[config.mk]
export PLATFORM = sky130hd
export DESIGN_NAME = rggen_bit_field_rc_event_counter
export DESIGN_NICKNAME = d
export VERILOG_FILES = /design/src/rtl/rggen_bit_field_rc_event_counter_pkg.sv /design/src/rtl/rggen_bit_field_sat_adder.sv /design/src/rtl/rggen_bit_field_rc_event_counter.sv
export SDC_FILE = /design/constraint.sdc
export NUM_CORES = 1
export LEC_CHECK = 0
export ABC_CLOCK_PERIOD_IN_PS = 2700
export BUFFER_PORTS_ARGS = -buffer_cell sky130_fd_sc_hd__buf_4
export CAP_MARGIN = 20
export CORE_MARGIN = 8
export CORE_UTILIZATION = 38
export CTS_CLUSTER_DIAMETER = 120
export DETAILED_ROUTE_END_ITERATION = 16
export PLACE_DENSITY = 0.65
export SYNTH_ARGS = -nofsm -noshare
export SYNTH_HDL_FRONTEND = slang
export SYNTH_SLANG_ARGS = --single-unit
[constraint.sdc]
create_clock -name clk -period 2.7 [get_ports clk]
set_clock_uncertainty 0.1 [all_clocks]
set_input_delay 0.405 -clock clk [delete_from_list [all_inputs] [get_ports clk]]
set_output_delay 0.405 -clock clk [all_outputs]
set_load 0.02 [all_outputs]
[src/rtl/rggen_bit_field_rc_event_counter_pkg.sv]
// Shared definitions for the read-to-clear event counter bit field:
// the read-access qualifier, the update-priority encoding and parameter checks.
package rggen_bit_field_rc_event_counter_pkg;

  localparam int MIN_WIDTH = 1;
  localparam int MAX_WIDTH = 32;

  // What the field does on the coming edge, highest priority first.
  typedef enum logic [1:0] {
    ACTION_CLEAR      = 2'd0,
    ACTION_READ_CLEAR = 2'd1,
    ACTION_COUNT      = 2'd2
  } rc_action_e;

  function automatic logic is_read_access(
    input logic command_valid,
    input logic select,
    input logic write
  );
    return command_valid & select & ~write;
  endfunction

  function automatic bit width_is_legal(input int width);
    return (width >= MIN_WIDTH) && (width <= MAX_WIDTH);
  endfunction

  function automatic bit value_fits(input int width, input longint unsigned value);
    return (value >> width) == 64'd0;
  endfunction

  function automatic rc_action_e decode_action(input logic clear, input logic read);
    rc_action_e action;
    action = ACTION_COUNT;
    if (clear) begin
      action = ACTION_CLEAR;
    end else if (read) begin
      action = ACTION_READ_CLEAR;
    end
    return action;
  endfunction

endpackage

[src/rtl/rggen_bit_field_sat_adder.sv]
// Adds an unsigned increment to a base value one bit wider than the field,
// then either clamps to all-ones or wraps when the sum carries out.
module rggen_bit_field_sat_adder #(
  parameter int WIDTH     = 8,
  parameter int INC_WIDTH = 1,
  parameter bit SATURATE  = 1'b1
) (
  input  logic [WIDTH-1:0]     i_base,
  input  logic [INC_WIDTH-1:0] i_inc,
  output logic [WIDTH-1:0]     o_next_value,
  output logic                 o_carry
);

  logic [WIDTH:0] sum;
  logic [WIDTH:0] inc_ext;

  always_comb begin
    inc_ext      = {{(WIDTH + 1 - INC_WIDTH){1'b0}}, i_inc};
    sum          = {1'b0, i_base} + inc_ext;
    o_carry      = sum[WIDTH];
    o_next_value = sum[WIDTH-1:0];
    if (sum[WIDTH] && SATURATE) begin
      o_next_value = '1;
    end
  end

endmodule

[src/rtl/rggen_bit_field_rc_event_counter.sv]
// Read-to-clear hardware event counter field: hardware increments, a software
// read returns the count and clears it while keeping same-cycle events.
module rggen_bit_field_rc_event_counter
  import rggen_bit_field_rc_event_counter_pkg::*;
#(
  parameter int              WIDTH         = 8,
  parameter int              INC_WIDTH     = 1,
  parameter longint unsigned INITIAL_VALUE = 0,
  parameter bit              SATURATE      = 1'b1
) (
  input  logic                 clk,
  input  logic                 rst_n,
  input  logic                 i_enable,
  input  logic                 i_increment_valid,
  input  logic [INC_WIDTH-1:0] i_increment,
  input  logic                 i_clear,
  input  logic                 i_command_valid,
  input  logic                 i_select,
  input  logic                 i_write,
  output logic [WIDTH-1:0]     o_read_data,
  output logic [WIDTH-1:0]     o_value,
  output logic                 o_overflow
);

  if (!width_is_legal(WIDTH)) begin : g_bad_width
    $error("rggen_bit_field_rc_event_counter: WIDTH must be within 1..32");
  end
  if (INC_WIDTH < 1 || INC_WIDTH > WIDTH) begin : g_bad_inc_width
    $error("rggen_bit_field_rc_event_counter: INC_WIDTH must be within 1..WIDTH");
  end
  if (!value_fits(WIDTH, INITIAL_VALUE)) begin : g_bad_initial_value
    $error("rggen_bit_field_rc_event_counter: INITIAL_VALUE does not fit in WIDTH");
  end

  localparam logic [WIDTH-1:0] INIT = INITIAL_VALUE[WIDTH-1:0];

  logic [WIDTH-1:0]     count_q;
  logic [WIDTH-1:0]     count_d;
  logic                 overflow_q;
  logic                 overflow_d;
  logic                 read_access;
  rc_action_e           action;
  logic [INC_WIDTH-1:0] inc_gated;
  logic [WIDTH-1:0]     adder_base;
  logic [WIDTH-1:0]     adder_next;
  logic                 adder_carry;

  always_comb begin
    read_access = is_read_access(i_command_valid, i_select, i_write);
    action      = decode_action(i_clear, read_access);
    inc_gated   = (i_enable && i_increment_valid) ? i_increment : '0;
    // A read restarts the count from zero so same-cycle events survive the clear.
    adder_base  = (action == ACTION_READ_CLEAR) ? '0 : count_q;
  end

  rggen_bit_field_sat_adder #(
    .WIDTH     (WIDTH),
    .INC_WIDTH (INC_WIDTH),
    .SATURATE  (SATURATE)
  ) u_sat_adder (
    .i_base       (adder_base),
    .i_inc        (inc_gated),
    .o_next_value (adder_next),
    .o_carry      (adder_carry)
  );

  always_comb begin
    count_d    = adder_next;
    overflow_d = overflow_q | adder_carry;
    case (action)
      ACTION_CLEAR: begin
        count_d    = INIT;
        overflow_d = 1'b0;
      end
      ACTION_READ_CLEAR: begin
        overflow_d = adder_carry;
      end
      default: begin
        overflow_d = overflow_q | adder_carry;
      end
    endcase
  end

  always_ff @(posedge clk or negedge rst_n) begin
    if (!rst_n) begin
      count_q    <= INIT;
      overflow_q <= 1'b0;
    end else begin
      count_q    <= count_d;
      overflow_q <= overflow_d;
    end
  end

  assign o_read_data = count_q;
  assign o_value     = count_q;
  assign o_overflow  = overflow_q;

endmodule
Word level (Yosys, flattened, before mapping)

Cells that the tools add are included.

Bits in registers: 9
Bits of input ports: 9
Output and inout port bits: 17
Logic and storage cells: 17

$add $sub $neg: 1
Equal/unequal tests: 1
Muxes and demuxes: 7
Bitwise gates (word level): 4
Reduce and logical (&&, ||, !) cells: 2

Operators with widths:

| cell                                                            | number |
|---|---|
| 8-bit two-way mux                                               | 3 |
| 8-bit by 1-bit adder with 9-bit output                          | 1 |
| 2-bit two-way mux                                               | 2 |
| 1-bit AND                                                       | 2 |
| 2-bit by 1-bit == test with 1-bit output, second input constant | 1 |
| 2-bit zero test                                                 | 1 |
| 1-bit case mux with 2 select lines                              | 1 |
| 1-bit logical AND                                               | 1 |
| 1-bit two-way mux                                               | 1 |
| 1-bit NOT                                                       | 1 |
| 1-bit OR                                                        | 1 |

Depth between registers and ports, before layout

Depth after elaboration: 9
Mapped depth: 6
Gate-level depth less buffers: 6

Cells and area by module

From an unflattened synthesis, not the netlist that was laid out.

Cells, all modules: 65
Area, all modules: 638.1 um^2

By module, submodules not included:

| module                           | times used | cells each | area an instance (um^2) |
|---|---|---|---|
| rggen_bit_field_rc_event_counter | 1          | 38         | 455.4 |
| rggen_bit_field_sat_adder        | 1          | 27         | 182.7 |

Least setup slack after synthesis

No wires, ideal clock.

Kind: input -> register
Start point: in i_write
End point: reg count_q[1], in the netlist o_read_data[1]
Setup time: 0.087 ns
Arrival: 1.599 ns
Data required time: 2.513 ns
Path slack: 0.915 ns
Cell stages on the path: 6
Path through: nand3b_1 o21a_1 ha_1 nand4_2 or3_4 a211oi_2

Longest elaborated chain between the ends: 9
Elaborated cells on any way between the ends: 10
Those cells by class: 1 x add/sub; 1 x eq/ne; 5 x mux; 2 x bitwise; 1 x reduce/logical

Ends and longest elaborated chain:

| item                                     | RTL line                                   | text |
|---|---|---|
| start: declaration                       | rggen_bit_field_rc_event_counter.sv:19     | `input logic i_write,` |
| 1-bit NOT *                              | rggen_bit_field_rc_event_counter_pkg.sv:20 | `return command_valid & select & ~write;` |
| 1-bit AND *                              | rggen_bit_field_rc_event_counter_pkg.sv:20 |  |
| 2-bit two-way mux *                      | rggen_bit_field_rc_event_counter_pkg.sv:36 | `end else if (read) begin` |
| 2-bit two-way mux *                      | rggen_bit_field_rc_event_counter_pkg.sv:34 | `if (clear) begin` |
| 2-bit by 1-bit == test with 1-bit output | rggen_bit_field_rc_event_counter.sv:53     | `adder_base = (action == ACTION_READ_CLEAR) ? '0 : count_q;` |
| 8-bit two-way mux                        | rggen_bit_field_rc_event_counter.sv:53     |  |
| 8-bit by 1-bit adder with 9-bit output   | rggen_bit_field_sat_adder.sv:19            | `sum = {1'b0, i_base} + inc_ext;` |
| 8-bit two-way mux                        | rggen_bit_field_sat_adder.sv:22            | `if (sum[WIDTH] && SATURATE) begin` |
| 8-bit two-way mux *                      | rggen_bit_field_rc_event_counter.sv:70     | `case (action)` |
| net count_d[1]                           | rggen_bit_field_rc_event_counter.sv:38     | `logic [WIDTH-1:0] count_d;` |
| end signal: assignment                   | rggen_bit_field_rc_event_counter.sv:89     | `count_q <= count_d;` |
| end: declaration                         | rggen_bit_field_rc_event_counter.sv:37     | `logic [WIDTH-1:0] count_q;` |

The timed path passes the listed nets; every way through them passes the cells marked *.

Worst setup path after layout

Start point: in i_select
End point: reg count_q[1], in the netlist o_read_data[1]

Longest elaborated chain between the ends: 9
Elaborated cells on any way between the ends: 10
Those cells by class: 1 x add/sub; 1 x eq/ne; 5 x mux; 2 x bitwise; 1 x reduce/logical

Ends and longest elaborated chain:

| item                                     | RTL line                                   | text |
|---|---|---|
| start: declaration                       | rggen_bit_field_rc_event_counter.sv:18     | `input logic i_select,` |
| 1-bit AND * (2 in a row)                 | rggen_bit_field_rc_event_counter_pkg.sv:20 |  |
| 2-bit two-way mux *                      | rggen_bit_field_rc_event_counter_pkg.sv:36 |  |
| 2-bit two-way mux *                      | rggen_bit_field_rc_event_counter_pkg.sv:34 |  |
| 2-bit by 1-bit == test with 1-bit output | rggen_bit_field_rc_event_counter.sv:53     |  |
| 8-bit two-way mux                        | rggen_bit_field_rc_event_counter.sv:53     |  |
| 8-bit by 1-bit adder with 9-bit output   | rggen_bit_field_sat_adder.sv:19            |  |
| 8-bit two-way mux                        | rggen_bit_field_sat_adder.sv:22            |  |
| 8-bit two-way mux *                      | rggen_bit_field_rc_event_counter.sv:70     |  |
| net count_d[1]                           | rggen_bit_field_rc_event_counter.sv:38     |  |

Marks and branches as above.

==> reports/results.tsv <==
metric	value	unit
status	finished clean	
final_cells	95	
end_kind	flop	
multi_input_area	265.3	µm²
slew-limit-headroom	81.12	%
pin_count	26	
regToRegStartpoint	o_read_data[0]	
arrival	1.79	ns
crit_type	primary input to flop	
clock-root-buffer	clkbuf_4	
cp_max_fo	5	
placed_cells	90	
powerDensity	357.2	nW/µm²
whs	0.2127	ns
htreeDepth	1	
pre_cts_ws	0.7239	ns
timing.setup.tns	0	ns
dpl.hpwl	1033	µm
hold_class	primary input to flop	
num-nets-final	91	
rsz0062_at_grt	false	
avgSynthCellArea	9.686	µm²
clkLatencyLatePin	0.26	ns
cp_data_required_time	2.78	ns
critical_path.max_stage_delay	0.44	ns
grtUsageTotal	9.086	%
drtIter0Drc	16	
max_freq	0.5840	GHz
hold_start	i_clear	
cts_buffers	3	
seq_power_share	51.7	%
period_share	63.42	%
ff_latch_area	225.2	µm²
grt_max_degree	10	
worstMarginPinSlew	0.2832	ns
die_area	2965	µm²
via_per_inst	5.032	
synth_area	561.8	µm²
tritoncts	done	
switching_share	22.01	%
leakage	0.3624	nW
start_util	39.11	%
clockPowerShare	38.2	%
clk_path_buf_depth	2	
intPower	0.0002067	W
setup_violations	0	
setup_ws	0.9878	ns
slowest_stage	or3_4	
post_cts_buffers	0	
vias	478	
first_pass_iters	4	
area_growth	32.07	%
finish.utilization	51.66	%
gp_congestion	0.8082	
fin_crit	1.712	ns
grt_pass1_wl	1973	µm
antenna_found_initial	0	
drcViolationCount	0	
grt_pass1_vias	448	
hold_viol_final	0	
crit_chain	buf_4 > nand3b_1 > o21a_1 > ha_1 > nand4_2 > or3_4 > a211oi_2	
syn_inst	58	
yosysWarnings	0	
clock_sinks	9	
crit_path_start	i_select	
clkTransAtPathRegs	0.06	ns
ys_seq_area_share	40.09	%
drive_above_1_share	41.77	%
row_count	14	
combinationalPowerShare	10.1	%
synth_cell_types	28	
drv_cap	0	
yosys_register_bits	9	
postRouteAntennaNets	0	
overflow	0	
portBuffers	25	
die_x	54.45	µm
ir_worst_vdd	0.3135	mV
fill_cells	158	
p_sw	0.00005833	W
diodes	0	
fp.dieH	54.45	µm
synth_fp_nets	69	
routedWlPerCell	13.55	µm
slew_violations	0	
coreArea	1436	µm²
worstSetupStartpointType	primary input	
drt-total-wl	1287	µm
==> layer usage <==
metal | global-route usage, % | vias to the layer above | wire length (µm)
met4 | 3.689 | 0 | 35
met1 | 9.262 | 215 | 502
met2 | 15.84 | 14 | 657
met5 | 0 | - | 0
li1 | - | 245 | -
met3 | 4.076 | 4 | 92
==> critical path: cells and delay by family <==
kind                       cells  cell delay [ns]
AOI/OAI and AO/OA              2             0.34
adders and majority gates      1             0.21
and+or+nand+nor                3             0.73
buffers and inverters          1             0.11
==> layout by cell type, fill, tap and decap left out, drive strengths merged, types with 2 or more instances in the layout <==
master and instances:
nand4 2, buf 25, nand3 2, nand2 3
clkbuf 4, nor3b 2, ha 2, nor3 2
a21oi 4, a211oi 3, inv 2, dfrtp 9
a31oi 2, nor2 3, xor2 2
==> synth_stat cells, drive strengths merged <==
library cell | count | area, µm²
dfrtp | 9 | 225.2
buf | 8 | 60.06
a21oi | 4 | 20.02
a211oi | 3 | 27.52
nand2 | 3 | 11.26
nor2 | 3 | 11.26
a31oi | 2 | 12.51
ha | 2 | 25.02
inv | 2 | 7.510
nand3 | 2 | 10.01
nand4 | 2 | 18.77
nor3 | 2 | 10.01
nor3b | 2 | 15.01
xor2 | 2 | 17.52
a21o | 1 | 7.510
and2 | 1 | 7.510
and3 | 1 | 6.260
and4 | 1 | 10.01
clkbuf | 1 | 3.750
nand2b | 1 | 6.260
nand3b | 1 | 7.510
nor4b | 1 | 8.760
o21a | 1 | 7.510
o21bai | 1 | 7.510
o22ai | 1 | 6.260
or3 | 1 | 11.26
==> cell type report <==
cell class,count,share of cell area [%]
clock buffers,4,3.541
repair buffers,26,26.64
inverters,2,1.012
well taps,16,2.698
multi-input cells,38,35.75
flip-flops and latches,9,30.35
==> cell families (layout without fill, tap and decap cells) <==
logic type | count (synthesis) | in the layout | synth area share (%)
and+or+nand+nor | 21 | 21 | 23.83
xor gates and xnor gates | 2 | 2 | 3.119
AOI/OAI and AO/OA | 13 | 13 | 15.81
adders and majority gates | 2 | 2 | 4.454
DFF | 9 | 9 | 40.09
buffers and inverters | 11 | 32 | 12.70
==> flip-flops by register name, indices dropped and copies added, names as in the netlist <==
name and cells:
o_overflow 1, o_read_data 8
==> repair_timing <==
item | 4_1_cts | 5_1_grt
hold buffers | 1 | 0
resized for setup | 0 | 0
endpoints found under the hold margin | 9 | 0
==> power groups by stage <==
stage / Combinational [W] / Sequential (W) / Clock [W]
2_1_floorplan: 0.0000105 / 0.000140 / 0
3_3_place_gp: 0.0000262 / 0.000139 / 0
3_5_place_dp: 0.0000264 / 0.000139 / 0
4_1_cts: 0.0000275 / 0.000137 / 0.000105
5_1_grt: 0.0000298 / 0.000137 / 0.000114
6_report: 0.0000269 / 0.000137 / 0.000101
==> through the flow <==
stage	instance area [µm²]	total power (W)
global route	742.0	0.0002812
global placement	705.7	0.0001657
floorplan	561.8	0.0001510
CTS	742.0	0.0002691
finish	742.0	0.0002650
detailed placement	705.7	0.0001659
==> final timing paths <==
check                                  to  slack (ns)  depth (start not counted)
min in group asynchronous  o_read_data[4]        0.40                          2
min                        o_read_data[1]        0.21                          2
max                        o_read_data[1]        0.99                          7
max reg2reg                o_read_data[1]        1.01                          5
min reg2reg                    o_overflow        0.42                          2
max in group asynchronous      o_overflow        1.96                          2
No activity file was read; power rests on OpenSTA's default activity.
